File: src/rtl/seq_datapath.sv
// Self-sequencing register-file datapath: fetches operands, runs the shifter/ALU,
// writes back and pulses done, one register-to-register instruction per start.
module seq_datapath #(
  parameter int W    = 16,
  parameter int NREG = 8,
  localparam int RW  = (NREG > 1) ? $clog2(NREG) : 1
) (
  input  logic          clk,
  input  logic          rst_n,
  input  logic          start,
  input  logic [2:0]    op,
  input  logic [RW-1:0] rd,
  input  logic [RW-1:0] rn,
  input  logic [RW-1:0] rm,
  input  logic [1:0]    shift,
  input  logic [W-1:0]  imm,
  input  logic [W-1:0]  ext_in,
  output logic          busy,
  output logic          done,
  output logic [W-1:0]  c_out,
  output logic          z,
  output logic          n,
  output logic          v
);

  typedef enum logic [2:0] {
    OP_MOVI = 3'b000,
    OP_MOV  = 3'b001,
    OP_ADD  = 3'b010,
    OP_CMP  = 3'b011,
    OP_AND  = 3'b100,
    OP_MVN  = 3'b101,
    OP_LDX  = 3'b110,
    OP_NOP  = 3'b111
  } op_e;

  typedef enum logic [2:0] {
    S_IDLE = 3'd0,
    S_RDA  = 3'd1,
    S_RDB  = 3'd2,
    S_EXEC = 3'd3,
    S_WB   = 3'd4,
    S_DONE = 3'd5
  } state_e;

  // Two's-complement overflow: operands share a sign that the result does not.
  function automatic logic add_ovf(input logic sa, input logic sb, input logic sr);
    return (sa == sb) && (sr != sa);
  endfunction

  state_e          state_r, state_next_s;
  op_e             op_r;
  logic [RW-1:0]   rd_r, rn_r, rm_r;
  logic [1:0]      shift_r;
  logic [W-1:0]    imm_r, ext_r;
  logic [W-1:0]    a_r, b_r, c_r;
  logic            z_r, n_r, v_r;
  logic            busy_r, done_r;
  logic [W-1:0]    regs_r [NREG];

  logic            accept_s;
  logic            wr_en_s;
  logic            upd_flags_s;
  logic [W-1:0]    sh_b_s;
  logic [W-1:0]    alu_res_s;
  logic            alu_v_s;
  logic [W-1:0]    c_next_s;

  assign accept_s = (state_r == S_IDLE) && start;

  // Next-state decode; direct loads skip operand fetch, NOP goes straight to DONE.
  always_comb begin
    state_next_s = state_r;
    case (state_r)
      S_IDLE: begin
        if (start) begin
          if (op == OP_NOP) begin
            state_next_s = S_DONE;
          end else if ((op == OP_MOVI) || (op == OP_LDX)) begin
            state_next_s = S_EXEC;
          end else begin
            state_next_s = S_RDA;
          end
        end else begin
          state_next_s = S_IDLE;
        end
      end
      S_RDA:   state_next_s = S_RDB;
      S_RDB:   state_next_s = S_EXEC;
      S_EXEC:  state_next_s = S_WB;
      S_WB:    state_next_s = S_DONE;
      S_DONE:  state_next_s = S_IDLE;
      default: state_next_s = S_IDLE;
    endcase
  end

  // State register with busy/done registered from the next state.
  always_ff @(posedge clk or negedge rst_n) begin
    if (!rst_n) begin
      state_r <= S_IDLE;
      busy_r  <= 1'b0;
      done_r  <= 1'b0;
    end else begin
      state_r <= state_next_s;
      busy_r  <= (state_next_s != S_IDLE);
      done_r  <= (state_next_s == S_DONE);
    end
  end

  // Instruction holding registers, captured only on accept.
  always_ff @(posedge clk or negedge rst_n) begin
    if (!rst_n) begin
      op_r    <= OP_NOP;
      rd_r    <= {RW{1'b0}};
      rn_r    <= {RW{1'b0}};
      rm_r    <= {RW{1'b0}};
      shift_r <= 2'b00;
      imm_r   <= {W{1'b0}};
      ext_r   <= {W{1'b0}};
    end else if (accept_s) begin
      op_r    <= op_e'(op);
      rd_r    <= rd;
      rn_r    <= rn;
      rm_r    <= rm;
      shift_r <= shift;
      imm_r   <= imm;
      ext_r   <= ext_in;
    end
  end

  // Shifter on the B operand.
  always_comb begin
    sh_b_s = b_r;
    case (shift_r)
      2'b00:   sh_b_s = b_r;
      2'b01:   sh_b_s = {b_r[W-2:0], 1'b0};
      2'b10:   sh_b_s = {1'b0, b_r[W-1:1]};
      2'b11:   sh_b_s = {b_r[W-1], b_r[W-1:1]};
      default: sh_b_s = b_r;
    endcase
  end

  // ALU and flag-update qualification.
  always_comb begin
    alu_res_s   = {W{1'b0}};
    alu_v_s     = 1'b0;
    upd_flags_s = 1'b0;
    case (op_r)
      OP_MOV: alu_res_s = sh_b_s;
      OP_ADD: begin
        alu_res_s   = a_r + sh_b_s;
        alu_v_s     = add_ovf(a_r[W-1], sh_b_s[W-1], alu_res_s[W-1]);
        upd_flags_s = 1'b1;
      end
      OP_CMP: begin
        alu_res_s   = a_r - sh_b_s;
        alu_v_s     = add_ovf(a_r[W-1], ~sh_b_s[W-1], alu_res_s[W-1]);
        upd_flags_s = 1'b1;
      end
      OP_AND: begin
        alu_res_s   = a_r & sh_b_s;
        upd_flags_s = 1'b1;
      end
      OP_MVN: begin
        alu_res_s   = ~sh_b_s;
        upd_flags_s = 1'b1;
      end
      default: begin
        alu_res_s   = {W{1'b0}};
        alu_v_s     = 1'b0;
        upd_flags_s = 1'b0;
      end
    endcase
  end

  // C source select: direct loads bypass the ALU.
  always_comb begin
    c_next_s = alu_res_s;
    if (op_r == OP_MOVI) begin
      c_next_s = imm_r;
    end else if (op_r == OP_LDX) begin
      c_next_s = ext_r;
    end else begin
      c_next_s = alu_res_s;
    end
  end

  assign wr_en_s = (state_r == S_WB) && (op_r != OP_CMP);

  // Operand, result and flag registers, each loaded in its own FSM state.
  always_ff @(posedge clk or negedge rst_n) begin
    if (!rst_n) begin
      a_r <= {W{1'b0}};
      b_r <= {W{1'b0}};
      c_r <= {W{1'b0}};
      z_r <= 1'b0;
      n_r <= 1'b0;
      v_r <= 1'b0;
    end else begin
      if (state_r == S_RDA) begin
        a_r <= regs_r[rn_r];
      end
      if (state_r == S_RDB) begin
        b_r <= regs_r[rm_r];
      end
      if (state_r == S_EXEC) begin
        c_r <= c_next_s;
        if (upd_flags_s) begin
          z_r <= (alu_res_s == {W{1'b0}});
          n_r <= alu_res_s[W-1];
          v_r <= alu_v_s;
        end
      end
    end
  end

  // Register file; write-back happens after both reads, so rd may alias rn/rm.
  always_ff @(posedge clk or negedge rst_n) begin
    if (!rst_n) begin
      for (int i = 0; i < NREG; i++) begin
        regs_r[i] <= {W{1'b0}};
      end
    end else if (wr_en_s) begin
      regs_r[rd_r] <= c_r;
    end
  end

  assign busy  = busy_r;
  assign done  = done_r;
  assign c_out = c_r;
  assign z     = z_r;
  assign n     = n_r;
  assign v     = v_r;

endmodule
File: config.mk
export PLATFORM = sky130hd
export DESIGN_NAME = seq_datapath
export DESIGN_NICKNAME = d
export VERILOG_FILES = /design/src/rtl/seq_datapath.sv
export SDC_FILE = /design/constraint.sdc
export NUM_CORES = 1
export LEC_CHECK = 0
export ABC_AREA = 1
export ABC_CLOCK_PERIOD_IN_PS = 2800
export CAP_MARGIN = 20
export CORE_ASPECT_RATIO = 1.25
export CORE_MARGIN = 3
export CORE_UTILIZATION = 50
export DETAILED_ROUTE_END_ITERATION = 10
export PLACE_DENSITY = 0.79
export SLEW_MARGIN = 20
export SYNTH_ARGS = -nofsm -noshare
export SYNTH_HDL_FRONTEND = slang
export SYNTH_SLANG_ARGS = --single-unit
File: constraint.sdc
create_clock -name clk -period 2.8 [get_ports clk]
set_input_delay 0.56 -clock clk [delete_from_list [all_inputs] [get_ports clk]]
set_output_delay 0.56 -clock clk [all_outputs]
set_load 0.03 [all_outputs]
# Word level (Yosys, flattened, before mapping)
# Index checks and enable logic that the tools add are counted.
# classes
magnitude_cmp,4
n_addsub,2
bitwise,6
reduce_logical,14
mux,19
eq_ne,21
# ops
operator,n
$bwmux 128,1
$mux 16,7
$bmux 16 s3,2
$pmux 16 s5,1
$pmux 16 s4,1
$demux 16 s3,1
$eq 3x3->1 const B,7
$add 16x16->16,1
$and 16x16->16,1
$logic_not 16->1,1
$not 16->16,1
$sub 16x16->16,1
$pmux 3 s5,1
$eq 3x2->1 const B,4
$ge 4x4->1 const B,3
$not 3->4,3
$logic_not 3->1,3
$eq 3x1->1 const B,2
$mux 3,2
$logic_and 1x1->1,5
$eq 2x2->1 const B,2
$lt 4x1->1 const B,1
$reduce_or 4->1,1
$ne 3x2->1 const B,1
other kinds (11),13
# word_totals
regBits,230
output_inout_bits,21
in_bits,49

# Logic depth before layout (Yosys ltp)
# Gate-level depths: netlist of the first run.
# depth
word_depth,7
ltp_mapped,22
mapped_depth_nobuf,21

# Worst setup path after synthesis of the first run
# No wires, ideal clock.
# synth_path
path_type,flip-flop to flip-flop
from,reg shift_r[1]
to,reg z_r (netlist: z)
required_ns,2.735
synth_period_minus_slack_ns,2.567
arrival_time_ns,2.502
n_path_buf,1
slack_ns,0.233
stages_incl_launch_ff,19
path_cell_list,dfrtp_1 inv_2 nand2_4 o221ai_1 inv_1 ha_1 buf_2 nor2_1 inv_1 nor2_1 and2_1 nand2_1 nand2_1 nand2_1 nand3_1 nand2_1 nor3_1 nand3_1 nand2_1
# synth_between
elab_chain_cells,5
word_cells_on_any_way,11
# synth_lines
element,line,rtl
from (decl),54,logic [1:0] shift_r;
from (signal assigned),125,shift_r <= shift;
$eq 2x2->1 (tied with other cells),134,case (shift_r)
$pmux 16 s4 (*),134,
$sub 16x16->16 (tied with other cells),156,alu_res_s = a_r - sh_b_s;
$pmux 16 s5 (*),148,case (op_r)
$logic_not 16->1 (*),209,z_r <= (alu_res_s == {W{1'b0}});
to (signal assigned),209,
to (decl),57,"logic z_r, n_r, v_r;"
# Every way passes the cells marked *; elsewhere a longest branch is shown, timed or not.
# A chain may end at the register's enable or synchronous reset.

# Worst setup path in the final report of the first run
# Ends and elaborated chain as after synthesis.

==> results of run 1 <==
[metal layers]
layer,part of all wire (%),routed length (um),up-vias
met5,0,0,-
met4,5.4,2470,0
met3,7.6,3500,147
met2,48,21900,691
met1,39,18200,6720
li1,-,-,6590
[layout make-up]
| class | instances | area (um^2) | area share (%) |
|---|---|---|---|
| Sequential cell | 230 | 5770 | 33.4 |
| Tap cell | 345 | 432 | 2.50 |
| Multi-Input combinational cell | 1345 | 7270 | 42.2 |
| Clock inverter | 5 | 62.6 | 0.363 |
| Timing Repair Buffer | 231 | 2070 | 12.0 |
| Clock buffer | 40 | 732 | 4.24 |
| Inverter | 241 | 912 | 5.29 |
[worst max-delay path by stage]
stage	start	to	slack (ns)	cells past startpoint
CTS	shift_r[1]$_DFFE_PN0P_	c_out[9]$_DFFE_PN0P_	0.007	18
detailed placement	shift_r[1]$_DFFE_PN0P_	c_out[5]$_DFFE_PN0P_	-0.25	17
finish	shift_r[1]$_DFFE_PN0P_	z$_DFFE_PN0P_	-0.02	17
global route	shift_r[1]$_DFFE_PN0P_	z$_DFFE_PN0P_	-0.18	17
floorplan	shift_r[1]$_DFFE_PN0P_	z$_DFFE_PN0P_	0.23	18
global placement	shift_r[1]$_DFFE_PN0P_	c_out[5]$_DFFE_PN0P_	-0.26	17
[critical path, stage by stage, from the launching register on]
cell and delay, ns:
sky130_fd_sc_hd__dfrtp_2 0.46, sky130_fd_sc_hd__buf_12 0.16, sky130_fd_sc_hd__buf_4 0.14, sky130_fd_sc_hd__nand2_1 0.11
sky130_fd_sc_hd__nand3_2 0.11, sky130_fd_sc_hd__buf_4 0.16, sky130_fd_sc_hd__fa_2 0.41, sky130_fd_sc_hd__nand4_1 0.10
sky130_fd_sc_hd__nand2_1 0.06, sky130_fd_sc_hd__nor2_1 0.11, sky130_fd_sc_hd__nand2_1 0.09, sky130_fd_sc_hd__nor2_2 0.17
sky130_fd_sc_hd__nand2_1 0.10, sky130_fd_sc_hd__nor2_2 0.13, sky130_fd_sc_hd__nand3_1 0.10, sky130_fd_sc_hd__nor3_2 0.18
sky130_fd_sc_hd__nand3_1 0.08, sky130_fd_sc_hd__nand2_1 0.07
[flip-flops by register name (all words and copies together), names as in the netlist, 16 cells and up]
name	cells
regs_r	128
a_r	16
b_r	16
c_out	16
ext_r	16
imm_r	16
[through the flow]
stage                     util [%]  worst slack, ns
final                         64.1          -0.0172
after global placement        57.9           -0.263
after CTS                     61.7          0.00746
after global routing          64.1           -0.181
after detailed placement      57.9           -0.253
after floorplan                  -            0.233
[where the power goes]
part           switching, uW  internal, uW
clock                   1310          1880
sequential              1180          4680
combinational          10300          6970
total                  12800         13500
[cell families (layout without fill, tap and decap cells)]
kind of cell	after synthesis	after routing	synth area share, %
AOI/OAI and AO/OA	530	530	21.2
xor gates and xnor gates	3	3	0.192
adders and majority gates	37	37	3.49
buffers and inverters	346	517	9.87
DFF	230	230	42.1
and+or+nand+nor	774	775	23.1
[cells in the final DEF, fill, tap and decap left out, types with 3 or more instances in the layout]
cell type                         instances
sky130_fd_sc_hd__a21oi_1                 84
sky130_fd_sc_hd__a21oi_2                 12
sky130_fd_sc_hd__a21oi_4                  3
sky130_fd_sc_hd__a41oi_2                  3
sky130_fd_sc_hd__buf_12                   9
sky130_fd_sc_hd__buf_4                  140
sky130_fd_sc_hd__buf_6                   13
sky130_fd_sc_hd__clkbuf_1                10
sky130_fd_sc_hd__clkbuf_16               25
sky130_fd_sc_hd__clkbuf_8                 5
sky130_fd_sc_hd__clkdlybuf4s50_1         68
sky130_fd_sc_hd__dfrtp_1                222
sky130_fd_sc_hd__dfrtp_2                  5
sky130_fd_sc_hd__dfstp_2                  3
sky130_fd_sc_hd__ha_1                    15
sky130_fd_sc_hd__ha_4                    18
sky130_fd_sc_hd__inv_1                  219
sky130_fd_sc_hd__inv_2                   18
sky130_fd_sc_hd__inv_4                    3
sky130_fd_sc_hd__nand2_1                446
sky130_fd_sc_hd__nand2_2                 31
sky130_fd_sc_hd__nand2_4                  6
sky130_fd_sc_hd__nand3_1                 88
sky130_fd_sc_hd__nand3_2                 15
sky130_fd_sc_hd__nand3b_1                 3
sky130_fd_sc_hd__nand4_1                 17
sky130_fd_sc_hd__nor2_1                 122
sky130_fd_sc_hd__nor2_2                  19
sky130_fd_sc_hd__nor2_4                  11
sky130_fd_sc_hd__nor3_1                   7
sky130_fd_sc_hd__nor3_2                   4
sky130_fd_sc_hd__o211ai_1                64
sky130_fd_sc_hd__o21ai_0                324
sky130_fd_sc_hd__o21ai_1                 18
sky130_fd_sc_hd__o21bai_1                 3
sky130_fd_sc_hd__o221ai_2                 6
sky130_fd_sc_hd__o22ai_1                  5
[timing repair]
action,CTS,global route
gates cloned,2,0
pin swaps,4,51
hold buffers,0,0
resized for setup,42,146
endpoints found under the setup margin,16,16
endpoints found under the hold margin,0,0
setup buffers,0,16
==> results.md, run 1 <==
Yosys:
- The number of distinct standard cells referenced by the synthesized netlist is 42.
- After synthesis, the cell types taking the most area are sky130_fd_sc_hd__dfrtp_1, sky130_fd_sc_hd__nand2_1, sky130_fd_sc_hd__o21ai_0.
- The share of the yosys chip area belonging to registers is 42.1%.
- The total nets after synthesis is 2006.
- The biggest area consumer among synthesized cells is sky130_fd_sc_hd__dfrtp_1.
- The cell area that synthesis handed to floorplanning was 13700 um^2.
- The total of warnings raised by yosys is 0.
- The top cell type by area accounts for 41.5% of the synthesized area.
- The number of flops mapped to enable cells by yosys is 0.
- The average size of a mapped cell is 7.13 um^2.
- The primary flip-flop cell chosen by synthesis mapping is sky130_fd_sc_hd__dfrtp_1.
- The total of flip-flops plus latches after synthesis is 230.
- The post-synthesis async set-or-reset flop share is 100%.
- After technology mapping, the gate count stands at 1920.
- The commonest cells after synthesis are sky130_fd_sc_hd__nand2_1, sky130_fd_sc_hd__o21ai_0, sky130_fd_sc_hd__inv_1.
- The most common cell in the synthesized netlist is sky130_fd_sc_hd__nand2_1.

Worst setup path:
- The setup path with the least slack is of type reg -> reg.
- The startpoint of the worst-slack reg-to-reg timing path is shift_r[1]$_DFFE_PN0P_.
- The reg-to-reg critical path endpoint is z$_DFFE_PN0P_.
- The worst setup path is launched from a flip-flop.
- The highest fanout seen on the critical path is 7.
- Counting cells, the worst reg-to-reg path comes to 17.
- The critical path data arrival time is 3.28 ns.
- The endpoint type of the worst setup path is a flip-flop.
- The required time of the critical path is 3.26 ns.
- Setup slack on the worst reg-to-reg path comes out at -0.02 ns.

Place:
- The HPWL after detailed placement is 32500 um.
- The number of port buffers is 69.
- The number of placed instances, taps included, is 2374.
- The post-placement cell area is 15600 um^2.
- Routability-driven placement finished with a final weighted congestion of 0.957.

Timing:
- The time the final worst path needs with I/O delays and setup is 2.82 ns.
- In the post-route analysis, the smallest setup slack over all paths is -0.0172 ns.
- In the final timing run, aggregate negative setup slack is -0.0172 ns.
- The worst pin sits at a relative slew slack of 55.6%.
- After layout, the worst path uses 101% of the clock period.
- The largest clock skew in the final design is 0.0164 ns.
- The max-slew violation count is 0.
- Setup repair after global routing could not meet its margin everywhere.
- Derived from the worst setup path, the maximum achievable clock frequency is 0.355 GHz.
- The actual slew at the worst max-slew pin is 0.663 ns.
- The number of setup violations in the final report is 1.
- The minimum hold slack is -0.0174 ns.
- The total count of hold-check failures in the final report was 14.

Detailed routing:
- After detailed routing, the total wire length is 46100 um.
- The first-iteration detailed-routing DRC count is 1160.
- The average wire per cell in the routed design is 18.9 um.
- The ratio of routed vias to standard cells is 5.81.
- In this run the remaining antenna-violating nets after routing total 0.
- The detailed router placed 14100 vias in this run.
- The number of optimization iterations in the first detailed-route pass is 7.
- The detailed-route DRC error count is 0.

Die:
- The die width is 154 um.
- The core area is 26900 um^2.
- The initial core utilization is 50.9%.
- The cell row count is 67.
- The count of pins on the block boundary is 70.
- The vertical extent of the die is 191 um.
- The floorplan step defined a die boundary enclosing 29400 um^2.

Finish:
- The post-route cell area is 17200 um^2.
- Counting the fill cells in the layout gives 2328.
- The count of cells in the finished layout, fillers not included, comes to 2437.
- In the final design database the tool counted 2160 nets.
- The ratio of cells with drive above 1 in the final layout is 17.4%.
- The repair_antennas step left the layout with diodes totalling 0.
- The area growth from synthesis to layout is 26.0%.

Global route:
- The maximum number of pins on one net before global-route repair is 107.
- The most heavily used metal layer in global routing is met2.
- The overall routing resource usage is 30.3%.
- In the global route stage, met1 resource usage came out at 39.9%.
- The initial antenna violation count is 0.
- The number of global-route vias before repair was 13300.
- The wire length of the first global-routing pass is 71500 um.
- For this run the aggregate overflow at the end of global routing stands at 0.
- In the global route stage, met2 resource usage came out at 50.6%.
- The met3 usage is 3.67%.

CTS:
- CTS built an H-tree with a depth of 1.
- The clock passes through at most 3 buffers.
- The CTS clock-pin slew for the worst setup and hold paths is 0.06 ns.
- The number of clock buffers inserted by TritonCTS is 25.
- The root buffer selected by CTS is sky130_fd_sc_hd__clkbuf_16.
- The clock latency on the worst-skew pair is 0.53 ns.
- Clock tree synthesis found a total of 230 sinks.
- The CTS tree is built.

Job:
- The reported max-cap violation count is 0.

Worst hold path:
- The path class of the tightest hold or removal check is in -> async.

Outcome:
- The checks that failed: hold timing, setup timing.
- The run finished, with violations left.

Power:
- The design draws 26300 uW.
- For this design the ratio of total power to cell area is 1520 nW/um^2.
- The leakage component of the power is 0.00820 uW.
- The worst supply voltage drop on vdd is 1.88 mV.
Note: power is estimated with default switching activity, not from simulation.
==> inputs of run 2 (changes only) <==
--- a/config.mk
+++ b/config.mk
@@ -12,7 +12,7 @@
 export CORE_MARGIN = 3
 export CORE_UTILIZATION = 50
 export DETAILED_ROUTE_END_ITERATION = 10
-export PLACE_DENSITY = 0.79
+export PLACE_DENSITY_LB_ADDON = 0.15
 export SLEW_MARGIN = 20
 export SYNTH_ARGS = -nofsm -noshare
 export SYNTH_HDL_FRONTEND = slang
==> run 2 against run 1 <==
The run now ends clean. First-iteration DRC count is 15% lower. Non-clock buffer count is 7 lower. Largest power group unchanged. Worst hold slack better by 0.50 ns. Critical path depth increased by 3. Sequential power up 3%. Clock-buffer cell count decreased by 5. Critical endpoint unchanged. Worst setup slack better by 0.065 ns.
==> results.md, run 2 (synthesis results as in run 1) <==
Place:
- The number of port buffers is 69 (unchanged).
- The global placer's final weighted congestion was 1.04 (+8.2%).
- The HPWL after detailed placement is 33600 um (+3.7%).

Worst setup path:
- The required time of the critical path is 3.28 ns (+0.02 ns).
- The reg-to-reg critical path endpoint is z$_DFFE_PN0P_.
- In this run the worst setup path begins at shift_r[1]$_DFFE_PN0P_.
- The number of cells on the worst reg-to-reg path was 20 (+3).
- The startpoint of the worst-slack reg-to-reg timing path is shift_r[1]$_DFFE_PN0P_.
- The critical path endpoint is z$_DFFE_PN0P_.
- The highest fanout seen on the critical path is 6 (-1).
- The register-to-register path setup slack is 0.05 ns (+0.07 ns).
- The critical path data arrival time is 3.23 ns (-0.05 ns).
- The type of the setup path with the least slack is reg -> reg.
- STA classifies the critical path startpoint as a flip-flop.
- The endpoint type of the worst setup path is a flip-flop.

CTS:
- The CTS tree is built.
- The buffer depth of the longest clock path came to 3 (unchanged).
- The CTS clock-pin slew for the worst setup and hold paths is 0.06 ns (about the same).
- The clock sink count is 230 (unchanged).
- The clock latency on the worst-skew pair is 0.55 ns (+0.02 ns).
- The number of H-tree levels is 1 (unchanged).
- The number of clock buffers inserted by TritonCTS was 25 (unchanged).
- The cell sitting at the root of the clock tree is a sky130_fd_sc_hd__clkbuf_16.

Timing:
- Setup repair after global routing could not meet its margin everywhere.
- The actual slew at the worst max-slew pin was 0.674 ns (+0.0114 ns).
- The setup TNS came to 0 ns (+0.0172 ns).
- The total count of hold-check failures in the final report is 0 (-14).
- The worst slew margin relative to its limit came to 55.0% (-0.52 points).
- The portion of the clock cycle consumed by the worst path in the final layout is 98.3% (-2.3 points).
- The time the final worst path needs with I/O delays and setup is 2.75 ns (-0.0651 ns).
- The fmax came to 0.363 GHz (+2.4%).
- The largest clock skew in the final design was 0.0251 ns (+0.00869 ns).
- The max-slew violation count is 0 (unchanged).
- The number of setup violations in the final report is 0 (-1).

Global route:
- The leftover overflow at the end of global routing was 0 (unchanged).
- The overall routing resource usage came to 31.2% (+0.88 points).
- The global-route track usage on met2 came to 53.5% (+3.0 points).
- The initial antenna violation count is 0 (unchanged).
- The number of global-route vias before repair is 13100 (-1.7%).
- The most heavily used metal layer in global routing is met2.
- The wire length of the first global-routing pass is 72600 um (+1.5%).
- The met3 usage is 3.53% (-0.14 points).
- The maximum number of pins on one net before global-route repair came to 107 (unchanged).
- The routing usage on met1 was 41.1% (+1.3 points).

Finish:
- The number of flip-flops in the largest register is 128 (unchanged).
- The total number of nets in the final design is 2152 (-0.37%).
- The ratio of cells with drive above 1 in the final layout was 17.2% (-0.25 points).
- The register with the most flip-flops in the final layout is regs_r.
- Leaving out fill and tap cells, the most frequent cell in the layout is sky130_fd_sc_hd__nand2_1.
- The antenna diode count came to 0 (unchanged).
- Relative to the synthesized area, the layout overhead comes to 26.6%.
- In the layout the commonest cells are sky130_fd_sc_hd__nand2_1, sky130_fd_sc_hd__o21ai_0, sky130_fd_sc_hd__dfrtp_1.

Detailed routing:
- The total wirelength of the detailed-routed design is 47300 um (+2.7%).
- The detailed-route DRC error count is 0 (unchanged).
- The remaining antenna violation count is 0 (unchanged).
- The number of vias in the routed layout was 13800 (-2.6%).
- The average wire per cell in the routed design is 19.5 um (+3.2%).
- The ratio of routed vias to standard cells is 5.68 (-2.2%).
- The number of optimization iterations in the first detailed-route pass is 5 (-2).
- The first-iteration detailed-routing DRC count came to 985 (-15%).

Job:
- The reported max-cap violation count is 0 (unchanged).

Worst hold path:
- The class of the tightest hold or removal check is reg -> reg.

Die:
- The initial core utilization is 50.9% (unchanged).
- The die width was 154 um (unchanged).
- The cell row count was 67 (unchanged).
- The count of pins on the block boundary is 70 (unchanged).
- The core area came to 26900 um^2 (unchanged).
- The overall die area came to 29400 um^2 (unchanged).
- The vertical extent of the die is 191 um (unchanged).

Power:
- The power density of the placed cells is 1530 nW/um^2 (+0.12%).
- The total power draw is 26400 uW (+0.61%).
- The leakage component of the power was 0.00821 uW (about the same).
- The worst supply voltage drop on vdd is 1.17 mV (-37%).

Outcome:
- The flow ran to the end, and the final reports show no timing, DRC or antenna violations.
[run 2: changes by cell type in the layout (fill, tap and decap cells not counted), sizes merged]
cell         previous run  this run
buf                   163       155
nor2                  152       151
bufinv                  1         3
dlygate4sd3             0         1
clkbuf                 40        35
clkinv                  2         3
[run 2: where the power goes]
group	switching [uW]	internal, uW	total [uW]
Combinational	10100	6900	17000
Sequential	1330	4670	6010
Clock	1380	2060	3430
Total	12800	13600	26400
[run 2: worst max-delay path, stage by stage, from the launching register on]
cell and delay, ns:
sky130_fd_sc_hd__dfrtp_1 0.42, sky130_fd_sc_hd__buf_6 0.15, sky130_fd_sc_hd__nand2_1 0.11, sky130_fd_sc_hd__nand2_1 0.09, sky130_fd_sc_hd__buf_4 0.15, sky130_fd_sc_hd__ha_4 0.17
sky130_fd_sc_hd__fa_2 0.40, sky130_fd_sc_hd__nand2_2 0.10, sky130_fd_sc_hd__nand3_2 0.06, sky130_fd_sc_hd__nand3_2 0.09, sky130_fd_sc_hd__nand2_2 0.10, sky130_fd_sc_hd__nand2_2 0.09
sky130_fd_sc_hd__nand3_1 0.07, sky130_fd_sc_hd__nand3_1 0.08, sky130_fd_sc_hd__nand2_1 0.07, sky130_fd_sc_hd__nor2_1 0.13, sky130_fd_sc_hd__buf_4 0.16, sky130_fd_sc_hd__nand2_1 0.05
sky130_fd_sc_hd__nor2_1 0.09, sky130_fd_sc_hd__nand3_1 0.07, sky130_fd_sc_hd__nand2_1 0.06
[run 2: layout make-up]
cell class | count | area (um^2)
fill | 2362 | 9580
clock buffer | 35 | 713
inverter | 241 | 915
multi-input combinational | 1344 | 7290
sequential | 230 | 5760
tap | 345 | 432
clock inverter | 8 | 139
timing repair buffer | 224 | 2080
[run 2: timing repair]
action / in CTS / in global routing
setup endpoints to repair: 11 / 15
gates resized for setup: 61 / 130
pin swaps: 12 / 52
endpoints found under the hold margin: 44 / 0
gates cloned: 0 / 0
setup buffers: 3 / 12
hold buffers: 1 / 0
[run 2: how the worst min path moves through the flow]
stage / startpoint / depth (start not counted) / slack (ns) / endpoint
floorplan: rst_n / 0 / 0.26 / a_r[0]$_DFFE_PN0N_
global placement: imm_r[13]$_DFFE_PN0P_ / 2 / 0.46 / imm_r[13]$_DFFE_PN0P_
detailed placement: imm_r[13]$_DFFE_PN0P_ / 2 / 0.47 / imm_r[13]$_DFFE_PN0P_
CTS: imm_r[13]$_DFFE_PN0P_ / 2 / 0.49 / imm_r[13]$_DFFE_PN0P_
global route: regs_r[109]$_DFFE_PN0P_ / 2 / 0.50 / regs_r[109]$_DFFE_PN0P_
finish: imm_r[13]$_DFFE_PN0P_ / 2 / 0.49 / imm_r[13]$_DFFE_PN0P_
[run 2: routing by layer]
| layer | wire, um | part of all wire, % |
|---|---|---|
| met5 | 0 | 0 |
| met4 | 1910 | 4.0 |
| met3 | 3090 | 6.5 |
| met2 | 23300 | 49 |
| met1 | 19100 | 40 |
[run 2: metrics by stage]
step           util, %  setup WS [ns]  cells  hold slack, ns  instance area [um^2]
5_1_grt           64.4         -0.121   2427           0.505                 17300
4_1_cts           62.3       -0.00322   2416           0.486                 16800
3_3_place_gp      58.0         -0.382   2369           0.464                 15600
3_5_place_dp      58.0         -0.379   2369           0.469                 15600
6_report          64.4         0.0479   2427           0.486                 17300
2_1_floorplan        -          0.233   1920           0.264                 13700
==> inputs of run 3 (changes only) <==
--- a/config.mk
+++ b/config.mk
@@ -6,7 +6,7 @@
 export NUM_CORES = 1
 export LEC_CHECK = 0
 export ABC_AREA = 1
-export ABC_CLOCK_PERIOD_IN_PS = 2800
+export ABC_CLOCK_PERIOD_IN_PS = 3300
 export CAP_MARGIN = 20
 export CORE_ASPECT_RATIO = 1.25
 export CORE_MARGIN = 3
==> constraint.sdc (replaced) <==
create_clock -name clk -period 3.3 [get_ports clk]
set_input_delay 0.66 -clock clk [delete_from_list [all_inputs] [get_ports clk]]
set_output_delay 0.66 -clock clk [all_outputs]
set_load 0.03 [all_outputs]
==> run 3 against run 2 <==
Clock skew grew 0.011 ns. Sequential power shrank 16%. Worst setup slack gained 0.13 ns. Via count shrank 4.2%. Sequential cell count is the same. Register-to-register slack gained 0.13 ns. Critical path depth shrank 4. Utilization shrank 5.9 points. Clock power shrank 18%. Clock-buffer cell count grew 3. Non-clock buffer count shrank 105. Global-route usage shrank 1.3 points. Critical path type unchanged. Critical endpoint is now c_out[15]$_DFFE_PN0P_.
==> results.md, run 3 (synthesis results as in run 1) <==
Outcome:
- The run finished with clean final reports.

Finish:
- The ratio of cells with drive above 1 in the final layout is 6.42% (-11 points).
- The area of all sequential standard cells is 5770 um^2 (about the same).
- The register with the most flip-flops is regs_r.
- The area growth from synthesis to final layout is 14.9%.
- The total number of nets in the final design is 2047 (-4.9%).
- The antenna diode count was 0 (unchanged).
- The combined area of the multi-input logic cells is 6640 um^2 (-8.8%).
- The number of flip-flops in the largest register was 128 (unchanged).
- The library cells used most frequently in the layout, excluding fill and tap cells, are sky130_fd_sc_hd__nand2_1, sky130_fd_sc_hd__o21ai_0, sky130_fd_sc_hd__inv_1.
- Leaving out fill and tap cells, the most frequent cell in the layout is sky130_fd_sc_hd__nand2_1.
- The filler cell count in the final layout is 2527 (+7.0%).
- The post-layout utilization of the core is 58.5% (-5.9 points).

CTS:
- The total setup buffers inserted after CTS is 0 (-3).
- The number of clock buffers inserted by TritonCTS is 25 (unchanged).
- The root buffer cell chosen for the clock tree is sky130_fd_sc_hd__clkbuf_16.
- The clock sink count came to 230 (unchanged).
- The number of H-tree levels is 1 (unchanged).
- The clock latency on the worst-skew pair is 0.55 ns (about the same).
- The CTS tree is built.
- The CTS clock-pin slew for the worst setup and hold paths was 0.06 ns (about the same).
- The buffer depth of the longest clock path is 3 (unchanged).

Timing:
- The fmax is 0.321 GHz (-12%).
- The worst slew margin relative to its limit was 37.5% (-18 points).
- The number of setup violations in the final report came to 0 (unchanged).
- The setup TNS is 0 ns (unchanged).
- The portion of the clock cycle consumed by the worst path in the final layout came to 94.5% (-3.8 points).
- The time the final worst path needs with I/O delays and setup is 3.12 ns (+0.367 ns).
- The actual slew at the worst max-slew pin is 0.936 ns (+0.262 ns).
- The largest clock skew in the final design was 0.0363 ns (+0.0113 ns).
- The total count of hold-check failures in the final report is 0 (unchanged).
- The max-slew violation count is 0 (unchanged).

Die:
- The count of pins on the block boundary is 70 (unchanged).
- The die width was 154 um (unchanged).
- The overall die area is 29400 um^2 (unchanged).
- The core area came to 26900 um^2 (unchanged).
- The cell row count is 67 (unchanged).
- The vertical extent of the die was 191 um (unchanged).
- The initial core utilization is 50.9% (unchanged).

Detailed routing:
- The number of vias in the routed layout is 13200 (-4.2%).
- The detailed-route DRC error count was 0 (unchanged).
- The average wire per cell in the routed design was 19.0 um (-2.4%).
- The total wirelength of the detailed-routed design was 44200 um (-6.5%).
- The number of optimization iterations in the first detailed-route pass is 9 (+4).
- The ratio of routed vias to standard cells came to 5.68 (about the same).
- The first-iteration detailed-routing DRC count was 1071 (+8.7%).
- The remaining antenna violation count came to 0 (unchanged).

Place:
- The HPWL after detailed placement is 31500 um (-6.3%).
- The global placer's final weighted congestion came to 0.993 (-4.1%).
- The number of port buffers is 69 (unchanged).

Global route:
- The overall routing resource usage came to 29.9% (-1.3 points).
- The routing usage on met1 was 39.5% (-1.6 points).
- The met3 usage came to 3.40% (-0.14 points).
- The number of global-route vias before repair is 12700 (-2.9%).
- The global-route track usage on met2 is 50.5% (-3.0 points).
- The wire length of the first global-routing pass was 70000 um (-3.5%).
- The leftover overflow at the end of global routing is 0 (unchanged).
- The initial antenna violation count is 1 (+1).
- The maximum number of pins on one net before global-route repair is 107 (unchanged).
- In this run the most used layer during global routing was met2.

Power:
- The total net switching power is 9580 uW (-25%).
- The total power draw is 18900 uW (-29%).
- The power density of the placed cells is 1200 nW/um^2 (-21%).
- The worst supply voltage drop on vdd is 0.686 mV (-42%).
- The internal power summed over all cells is 9300 uW (-32%).
- The leakage component of the power came to 0.00755 uW (-8.0%).
- The clock network power share is 14.9% (+1.9 points).
- The switching share of power is 50.7% (+2.3 points).
- The share of total power in combinational logic is 58.5% (-5.8 points).
- The sequential cell fraction of total power is 26.6% (+3.9 points).

Worst setup path:
- The highest fanout seen on the critical path came to 10 (+4).
- In this run the critical register-to-register path is launched from shift_r[0]$_DFFE_PN0P_.
- The register-to-register path setup slack was 0.18 ns (+0.13 ns).
- The endpoint type of the worst setup path is a flip-flop.
- The required time of the critical path is 3.72 ns (+0.44 ns).
- The critical path data arrival time was 3.54 ns (+0.31 ns).
- The type of the setup path with the least slack is reg -> reg.
- In this run the critical register-to-register path is captured at c_out[15]$_DFFE_PN0P_.
- The number of cells on the worst reg-to-reg path is 16 (-20%).
- The type of element launching the critical path is a flip-flop.

Job:
- The reported max-cap violation count is 0 (unchanged).

Worst hold path:
- The class of the tightest hold or removal check is in -> async.
## run 3: changes by cell type in the layout (fill, tap and decap cells not counted), sizes merged
cell / before / now
buf: 155 / 51
clkbuf: 35 / 38
clkinv: 3 / 4
clkinvlp: 1 / 0
dlygate4sd3: 1 / 0
inv: 242 / 241
## run 3: final cells by class
cell class / instances / share of cell area [%]
Clock buffer: 38 / 4.41
Clock inverter: 7 / 0.819
Inverter: 241 / 5.77
Multi-Input combinational cell: 1344 / 42.2
Sequential cell: 230 / 36.7
Tap cell: 345 / 2.74
Timing Repair Buffer: 119 / 7.37
## run 3: layer usage
metal	wire, um	part of all wire [%]
met5	13	0.029
met3	2800	6.3
met4	1890	4.3
met1	18200	41
met2	21300	48
## run 3: what timing repair did
action / CTS / global route
endpoints found under the setup margin: 1 / 5
gates resized for setup: 1 / 16
hold buffers: 0 / 0
## run 3: power by group through the flow
stage	clock [uW]	combinational, uW	sequential [uW]
2_1_floorplan	0	7170	4810
3_3_place_gp	0	10700	5000
3_5_place_dp	0	10800	5020
4_1_cts	2870	10800	4990
5_1_grt	2990	12400	5160
6_report	2820	11000	5020
## run 3: stage by stage
step	setup slack, ns	instance area (um^2)	hold WS [ns]	std cells
2_1_floorplan	0.733	13700	0.364	1920
3_3_place_gp	-0.0710	14800	0.464	2279
3_5_place_dp	-0.119	14800	0.469	2279
4_1_cts	0.0406	15700	0.123	2324
5_1_grt	-0.0165	15700	0.138	2324
6_report	0.181	15700	0.0914	2324
## run 3: worst max path at each step
stage | from | endpoint | slack [ns] | cells after the start
global route | shift_r[0]$_DFFE_PN0P_ | c_out[7]$_DFFE_PN0P_ | -0.02 | 17
CTS | shift_r[1]$_DFFE_PN0P_ | c_out[15]$_DFFE_PN0P_ | 0.04 | 16
finish | shift_r[0]$_DFFE_PN0P_ | c_out[15]$_DFFE_PN0P_ | 0.18 | 16
detailed placement | shift_r[1]$_DFFE_PN0P_ | c_out[15]$_DFFE_PN0P_ | -0.12 | 16
global placement | shift_r[1]$_DFFE_PN0P_ | c_out[15]$_DFFE_PN0P_ | -0.07 | 16
floorplan | shift_r[1]$_DFFE_PN0P_ | z$_DFFE_PN0P_ | 0.73 | 18
## run 3: worst max-delay path: stages (launching register included)
cell	delay, ns
sky130_fd_sc_hd__dfrtp_1	0.45
sky130_fd_sc_hd__nor2_4	0.18
sky130_fd_sc_hd__buf_4	0.18
sky130_fd_sc_hd__nand2_1	0.07
sky130_fd_sc_hd__o221ai_2	0.10
sky130_fd_sc_hd__inv_1	0.08
sky130_fd_sc_hd__ha_1	0.58
sky130_fd_sc_hd__nand2_1	0.14
sky130_fd_sc_hd__nor2_1	0.22
sky130_fd_sc_hd__and2_1	0.17
sky130_fd_sc_hd__nand2_1	0.12
sky130_fd_sc_hd__nand3_1	0.10
sky130_fd_sc_hd__nand2_1	0.05
sky130_fd_sc_hd__nor2_1	0.12
sky130_fd_sc_hd__nand2_1	0.14
sky130_fd_sc_hd__a211oi_4	0.26
sky130_fd_sc_hd__a21oi_1	0.07
